File: src/rtl/dsp_macc_sequencer.sv
`default_nettype none
// ============================================================================
//  Module   : dsp_macc_sequencer
//  Purpose  : Drives one MAE DSP slice in accumulate mode to compute signed
//             dot products from a valid/ready operand stream.
//  Options  : DSP_SEQ_TIMEOUT_EN enables the idle-input abort counter.
//  Revision : 1.0 - initial release
// ============================================================================
module dsp_macc_sequencer #(
    parameter int AW       = 18,
    parameter int BW       = 18,
    parameter int PW       = 40,
    parameter int LEN_W    = 8,
    parameter int MULT_LAT = 2,
    parameter int TO_CYC   = 64
) (
    input  logic             CLK,
    input  logic             RST,
    input  logic             START,
    input  logic [LEN_W-1:0] CFG_LEN,
    output logic             BUSY,
    input  logic             IN_VALID,
    output logic             IN_READY,
    input  logic [AW-1:0]    IN_A,
    input  logic [BW-1:0]    IN_B,
    output logic             OUT_VALID,
    input  logic             OUT_READY,
    output logic [PW-1:0]    OUT_P,
    output logic             OUT_ERR,
    output logic [AW-1:0]    DSP_A,
    output logic [BW-1:0]    DSP_B,
    output logic             DSP_ACC_EN,
    output logic             DSP_FDBK_SEL,
    input  logic [PW-1:0]    DSP_P
);

    localparam logic [1:0] c_IDLE  = 2'd0;
    localparam logic [1:0] c_RUN   = 2'd1;
    localparam logic [1:0] c_DRAIN = 2'd2;
    localparam logic [1:0] c_DONE  = 2'd3;

    logic [1:0]       r_state;
    logic [LEN_W-1:0] r_len;
    logic [LEN_W-1:0] r_cnt;
    logic             r_first;
    logic [MULT_LAT:0] r_en_sr;
    logic [MULT_LAT:0] r_fd_sr;
    logic [AW-1:0]    r_dsp_a;
    logic [BW-1:0]    r_dsp_b;
    logic [PW-1:0]    r_out_p;
    logic             r_out_err;

    logic             w_accept;
    logic             w_last;
    logic             w_timeout;
    logic [LEN_W-1:0] w_cnt_nxt;

    assign w_accept  = (r_state == c_RUN) && IN_VALID;
    assign w_cnt_nxt = r_cnt + 1'b1;
    assign w_last    = w_accept && (w_cnt_nxt == r_len);

`ifdef DSP_SEQ_TIMEOUT_EN
    localparam int c_TO_W = $clog2(TO_CYC + 1);

    logic [c_TO_W-1:0] r_idle_cnt;

    always_ff @(posedge CLK) begin
        if (RST || (r_state != c_RUN) || w_accept) begin
            r_idle_cnt <= '0;
        end else begin
            r_idle_cnt <= r_idle_cnt + 1'b1;
        end
    end

    // Fires on the TO_CYC-th consecutive cycle without an accepted beat.
    assign w_timeout = (r_state == c_RUN) && !w_accept &&
                       (r_idle_cnt == c_TO_W'(TO_CYC - 1));
    assign OUT_ERR   = r_out_err;
`else
    logic w_unused_to;
    assign w_unused_to = (TO_CYC != 0) || r_out_err;
    assign w_timeout   = 1'b0;
    assign OUT_ERR     = 1'b0;
`endif

    always_ff @(posedge CLK) begin
        if (RST) begin
            r_state   <= c_IDLE;
            r_len     <= '0;
            r_cnt     <= '0;
            r_first   <= 1'b0;
            r_en_sr   <= '0;
            r_fd_sr   <= '0;
            r_dsp_a   <= '0;
            r_dsp_b   <= '0;
            r_out_p   <= '0;
            r_out_err <= 1'b0;
        end else begin
            // Pulse tap MULT_LAT lines up with the product reaching the accumulator.
            if (w_timeout) begin
                r_en_sr <= '0;
                r_fd_sr <= '0;
            end else begin
                r_en_sr <= {r_en_sr[MULT_LAT-1:0], w_accept};
                r_fd_sr <= {r_fd_sr[MULT_LAT-1:0], w_accept && !r_first};
            end

            if (w_accept) begin
                r_dsp_a <= IN_A;
                r_dsp_b <= IN_B;
                r_cnt   <= w_cnt_nxt;
                r_first <= 1'b0;
            end

            case (r_state)
                c_IDLE: begin
                    if (START) begin
                        r_len   <= CFG_LEN;
                        r_cnt   <= '0;
                        r_first <= 1'b1;
                        if (CFG_LEN == '0) begin
                            r_out_p   <= '0;
                            r_out_err <= 1'b0;
                            r_state   <= c_DONE;
                        end else begin
                            r_state <= c_RUN;
                        end
                    end
                end
                c_RUN: begin
                    if (w_timeout) begin
                        r_out_p   <= '0;
                        r_out_err <= 1'b1;
                        r_state   <= c_DONE;
                    end else if (w_last) begin
                        r_state <= c_DRAIN;
                    end
                end
                c_DRAIN: begin
                    // Empty pipe means the last pulse landed one cycle ago.
                    if (r_en_sr == '0) begin
                        r_out_p   <= DSP_P;
                        r_out_err <= 1'b0;
                        r_state   <= c_DONE;
                    end
                end
                c_DONE: begin
                    if (OUT_READY) begin
                        r_state <= c_IDLE;
                    end
                end
                default: r_state <= c_IDLE;
            endcase
        end
    end

    assign BUSY         = (r_state != c_IDLE);
    assign IN_READY     = (r_state == c_RUN);
    assign OUT_VALID    = (r_state == c_DONE);
    assign OUT_P        = r_out_p;
    assign DSP_A        = r_dsp_a;
    assign DSP_B        = r_dsp_b;
    assign DSP_ACC_EN   = r_en_sr[MULT_LAT];
    assign DSP_FDBK_SEL = r_fd_sr[MULT_LAT];

endmodule
`default_nettype wire
File: config.mk
export PLATFORM = sky130hd
export DESIGN_NAME = dsp_macc_sequencer
export DESIGN_NICKNAME = d
export VERILOG_FILES = /design/src/rtl/dsp_macc_sequencer.sv
export SDC_FILE = /design/constraint.sdc
export NUM_CORES = 1
export LEC_CHECK = 0
export ABC_AREA = 1
export CAP_MARGIN = 30
export CORE_MARGIN = 2
export CORE_UTILIZATION = 46
export CTS_CLUSTER_DIAMETER = 50
export DETAILED_ROUTE_END_ITERATION = 8
export PLACE_DENSITY = 0.85
export SYNTH_ARGS = -nofsm -noshare
export SYNTH_HDL_FRONTEND = slang
export SYNTH_SLANG_ARGS = --single-unit
File: constraint.sdc
create_clock -name CLK -period 2.54 [get_ports CLK]
set_input_delay 0.254 -clock CLK [delete_from_list [all_inputs] [get_ports CLK]]
set_output_delay 0.254 -clock CLK [all_outputs]
set_load 0.1 [all_outputs]
==> run metrics, run 1 <==
status=finished clean; fill count=783; DR iter-0 viols=132; Yosys cell types=30; total routed wirelength=10.91 mm; CTS tree=yes; EDFF count, synth=0; vias=4100; first-pass GRT wire length=17.28 mm; Max-Cap Viols=0; Worst Setup SP=r_state[0]; Avg Inst Size Synth=7.262 um^2; vias in the first global route=3793; layout cells sized above 1=16.92%; area growth from synthesis to layout=42.27%; Rel. slew slack=62.59%; Core ar.=8678 um^2; synthesis-stage register bit count=101; Antenna Cells=0; Resized cells post-CTS=0; Critical Path Start Type=flip-flop; std cell rows=34; RSZ-0062 raised after global routing=false; postcts setup bufs=0; number of hold buffers added after CTS=0; fmax=504.6 MHz; Fin. Hold Viols=0; static leakage power=2.411 nW; Area contributors post-synth=dfxtp_1 50%, nor2_1 16%, a21oi_1 6.7%; WL per Instance=13.16 um; Power Density=1016 nW/um^2; drt drc=0; worst-path maximum fanout=80; GR Overflow Total=0; worst r2r src=r_state[0]; Seq/Total Area, Yosys=49.54%; clock skew=0.01667 ns; synthesized net count=657; CTS Buf Count=9; I/O pins=171; Fin Setup TNS=0 ns; detailed placement HPWL=7.995 mm; Synth top cells by count=170 x nor2_1, 101 x dfxtp_1, 73 x nand2_1, 55 x a21oi_1, 49 x o21ai_0; critical path capture point type=flip-flop; Worst Min Path Start=RST; Starting Density=47.03%; Gate Count Post-Synth=562; nets@finish=811; worst hold path class=input port to flip-flop; Synth area leader=dfxtp_1; Crit Path Category=flip-flop to flip-flop; DIE AREA=9642 um^2; largest net degree at the start of global routing=81; # clock sinks=101; gpl congestion=0.8546; top-count cell post-synth=nor2_1; Chip Width=98.20 um; post-layout instance area=5807 um^2; Vias/cell=4.946; Pre-Repair DR Iteration Count=4; Ys Warns=0; Synth top area share=49.54%; Clock Tree Root=clkbuf_8; clock-pin slew on the worst setup and hold paths=0.10 ns; Worst Path Required=2.78 ns; Placed Area=5634 um^2; final hold slack=0.3241 ns; slew at the pin closest to its max-slew limit=0.5591 ns; ANT nets after route=0; PortBufs=169; clock latency on the worst-skew pair=0.35 ns; max-slew violation count=0; GRT Total Usage=21.70%; die height=98.20 um; Post-synth ARST share=0%; initial antenna violation count=0; Post-Syn Area=4081 um^2; Setup-failing EPs final=0; H-tree Lvls=3; period utilization=78.01%; Max VDD drop=0.0005679 V; post-route minimum period=1.982 ns; Main synth FF type=dfxtp_1; crit path DAT=2.22 ns; Clock Tree Buf Depth=2
registers in the layout (all words and copies together) (netlist names), 2 cells and up:
register	flops
r_state	2
r_fd_sr	3
DSP_A	18
r_len	8
r_cnt	8
r_en_sr	3
DSP_B	18
OUT_P	40
cell type report:
cell class / instances / area (um^2) / share of cell area [%]
clock buffer: 10 / 127.6 / 2.198
clock inverter: 6 / 45.04 / 0.7757
inverter: 30 / 112.6 / 1.939
multi-input combinational: 398 / 1815 / 31.26
sequential: 101 / 2022 / 34.82
tap: 108 / 135.1 / 2.327
timing repair buffer: 176 / 1549 / 26.68
path summary, 6_finish.rpt:
kind | cells after the start | slack, ns | end
worst max-delay path | 9 | 0.56 | OUT_P[21]
worst min-delay path | 2 | 0.32 | OUT_P[36]
worst max register to register | 9 | 0.56 | OUT_P[21]
worst min register to register | 2 | 0.41 | r_fd_sr[2]
placed cells by master (no fill, tap or decap), types with 2 or more instances in the layout:
cell type and n:
nor2_1 170, dfxtp_1 101, clkdlybuf4s50_1 87, buf_4 87, nand2_1 73, a21oi_1 55
o21ai_0 49, inv_1 29, nand3_1 14, clkbuf_8 9, nand2_2 6, ha_1 6
nor2_2 5, o211ai_1 3, clkinvlp_4 3, nor4_1 2, nor3_1 2, nand4_1 2
inv_6 2
report_power, final:
group / switching [mW] / leakage [nW] / internal, mW / total [mW]
Sequential: 0.164 / 0.821 / 1.84 / 2.00
Combinational: 2.25 / 1.51 / 0.717 / 2.97
Clock: 0.561 / 0.0793 / 0.363 / 0.924
cell families after synthesis:
| logic type | count (synthesis) | share of synthesized area (%) |
|---|---|---|
| buf+inv | 63 | 6.162 |
| simple gates | 278 | 27.47 |
| mux | 1 | 0.2759 |
| xor+xnor | 1 | 0.2146 |
| fa+ha+maj | 6 | 1.839 |
| compound gates | 111 | 14.41 |
| other cells | 1 | 0.09188 |
| flops | 101 | 49.54 |
per-stage QoR:
step,setup slack (ns),utilization (%),power (mW),cells
finish,0.5584,66.91,5.899,829
detailed placement,0.5825,64.92,5.016,813
CTS,0.5963,66.91,5.932,829
floorplan,0.03116,-,4.322,562
global route,0.4397,66.91,6.189,829
global placement,0.6356,64.92,4.952,813
layer usage:
layer | GRT usage, % | part of all wire, % | vias up
li1 | - | - | 2089
met1 | 24.71 | 41 | 1889
met2 | 39.94 | 52 | 99
met3 | 4.080 | 4.4 | 23
met4 | 8.535 | 2.5 | 0
met5 | 0 | 0 | -
worst max-delay path: stages (launching register included):
cell and delay, ns:
dfxtp_1 0.38, inv_1 0.10, ha_1 0.22, inv_1 0.17, o22ai_1 0.13, a21oi_1 0.27, o21ai_4 0.10, buf_12 0.20
a21oi_1 0.22, nor2_1 0.06
Note: power is estimated with default switching activity, not from simulation.
==> run 2: changes to the inputs <==
- CORE_UTILIZATION: 46 -> 39
- PLACE_DENSITY: 0.85 -> 0.77
- clock period: 2.54 -> 1.6 ns (I/O delays scaled with it)
==> run 2 against run 1 <==
The run now ends with setup timing left; fmax is 13% higher; core utilization rose by 4.9 points; final cell count up 6.4%; register-to-register slack lost 0.72 ns; combinational power increased by 110%; hold slack worse by 0.017 ns; count of clock-buffer cells in the layout rose by 1; worst setup slack worse by 0.72 ns; sequential share of layout area down 7.1 points; via count increased by 4.6%; critical endpoint is now OUT_P[34].
==> run metrics, run 2 (same netlist as run 1, synthesis figures left out) <==
Pre-Repair DR Iteration Count=4 (unchanged); static leakage power=2.807 nW (+16%); Max-Cap Viols=0 (unchanged); first-pass GRT wire length=20.07 mm (+16%); crit path DAT=2.03 ns (-0.19 ns); total routed wirelength=13.02 mm (+19%); fill count=745 (-4.9%); GR Overflow Total=0 (unchanged); worst hold path class=input port to flip-flop; critical path capture point type=flip-flop; worst r2r dst=OUT_P[34]; RSZ-0062 raised after global routing=true; Placed Area=6854 um^2 (+22%); DR iter-0 viols=158 (+20%); fmax=568.8 MHz (+13%); post-route minimum period=1.758 ns (-0.2235 ns); Gate power share=55.8% (+5.4 points); placed cells=857 (+5.4%); Clock Power Share=14.6% (-1.1 points); PortBufs=169 (unchanged); DIE AREA=11300 um^2 (+17%); die height=106.3 um (+8.3%); worst-path maximum fanout=5 (-94%); clock latency on the worst-skew pair=0.36 ns (about the same); commonest non-fill, non-tap cell in the layout=nor2_1; CTS tree=yes; period utilization=109.9% (+32 points); Worst Min Path Start=RST; Worst Hold End=r_fd_sr[2]; Seq pwr share=29.6% (-4.4 points); Vias/cell=4.864 (-1.7%); switch share=46.82% (-3.7 points); Clock Tree Buf Depth=2 (unchanged); Reg2Reg Setup Slack=-0.16 ns (-0.72 ns); ANT nets after route=0 (unchanged); Core ar.=10230 um^2 (+18%); WL per Instance=14.76 um (+12%); Internal=6.031 mW (+110%); clock skew=0.01886 ns (+0.002197 ns); GRT Total Usage=22.23% (+0.54 points); Worst Path Required=1.87 ns (-0.91 ns); Power Density=1545 nW/um^2 (+52%); number of hold buffers added after CTS=0 (unchanged); status=complete, but fails checks; Starting Density=39.89% (-7.1 points); gpl congestion=0.8331 (-2.5%); Crit Path Category=flip-flop to flip-flop; detailed placement HPWL=9.334 mm (+17%); Critical Path Start Type=flip-flop; failing checks=setup timing; I/O pins=171 (unchanged); final hold slack=0.3074 ns (-0.01671 ns); most frequent cells in the layout=156 x nor2_1, 94 x dfxtp_1, 87 x clkdlybuf4s50_1; # clock sinks=101 (unchanged); Fin. Hold Viols=0 (unchanged); Layout Cells excl Fill=882 (+6.4%); post-layout instance area=7342 um^2 (+26%); Antenna Cells=0 (unchanged); largest net degree at the start of global routing=50 (-38%); max-slew violation count=0 (unchanged); drt drc=0 (unchanged); Max VDD drop=0.0008988 V (+58%); Chip Width=106.3 um (+8.3%); H-tree Lvls=3 (unchanged); std cell rows=37 (+8.8%); Post-Place Worst Slack=-0.3418 ns (-0.9242 ns); number of flip-flops under the largest register name=40 (unchanged); vias in the first global route=4186 (+10%); vias=4290 (+4.6%); hold depth=3 (+1); Fin Setup TNS=-4.861 ns (-4.861 ns); initial antenna violation count=0 (unchanged); CTS Buf Count=9 (unchanged); layout cells sized above 1=26.14% (+9.2 points); fin worst setup slack=-0.1581 ns (-0.7165 ns); clock-pin slew on the worst setup and hold paths=0.11 ns (about the same); Clock Tree Root=clkbuf_8; Reg2Reg Depth=8 (-1); Setup-failing EPs final=43 (+43); worst r2r src=r_state[1]; net load switching power=5.309 mW (+78%); area growth from synthesis to layout=79.89%; nets@finish=836 (+3.1%)
-- run 2: how the worst max path moves through the flow --
stage	cells after the start	to	slack, ns	startpoint
floorplan	10	OUT_P[0]	-0.44	r_state[0]
global route	10	OUT_P[17]	-0.25	r_state[1]
CTS	13	r_state[1]	-0.13	r_cnt[0]
global placement	7	OUT_P[29]	-0.27	CFG_LEN[3]
detailed placement	7	OUT_P[4]	-0.34	CFG_LEN[7]
finish	8	OUT_P[34]	-0.16	r_state[1]
-- run 2: power by group through the flow --
| stage | Sequential [mW] | Combinational [mW] | Clock, mW |
|---|---|---|---|
| after floorplan | 5.22 | 1.87 | 0 |
| after global placement | 3.36 | 5.69 | 0 |
| after detailed placement | 3.40 | 5.82 | 0 |
| after CTS | 3.35 | 5.95 | 1.69 |
| after global routing | 3.41 | 6.63 | 1.80 |
| final | 3.36 | 6.33 | 1.65 |
-- run 2: timing repair --
item,4_1_cts,5_1_grt
endpoints found under the setup margin,42,45
cloned,2,3
buffers inserted,1,3
gates resized for setup,14,45
pin swaps,5,10
-- run 2: worst max-delay path, stage by stage, from the launching register on --
cell and delay (ns):
dfxtp_4 0.38, inv_6 0.07, ha_4 0.15, clkinvlp_4 0.17, buf_4 0.20, o21ai_4 0.27
buf_4 0.22, a21oi_2 0.06, nor2_1 0.15
-- run 2: metal layers --
metal / track usage, % / part of all wire, %
met1: 23.55 / 37
met2: 42.58 / 55
met3: 4.905 / 5.2
met4: 8.177 / 2.2
met5: 0 / 0
-- run 2: layout make-up --
cell class / instances / area [um^2] / area share [%]
multi-input cells: 399 / 2032 / 27.68
clock inverters: 5 / 60.06 / 0.8180
clock buffers: 11 / 141.4 / 1.926
flip-flops and latches: 101 / 2038 / 27.76
repair buffers: 200 / 2776 / 37.82
inverters: 30 / 123.9 / 1.687
well taps: 136 / 170.2 / 2.318
-- run 2: per-stage QoR --
stage               utilization, %  total power [mW]
floorplan                        -             7.089
global route                 71.76             11.84
CTS                          69.60             10.99
finish                       71.76             11.34
detailed placement           66.99             9.215
global placement             66.99             9.052
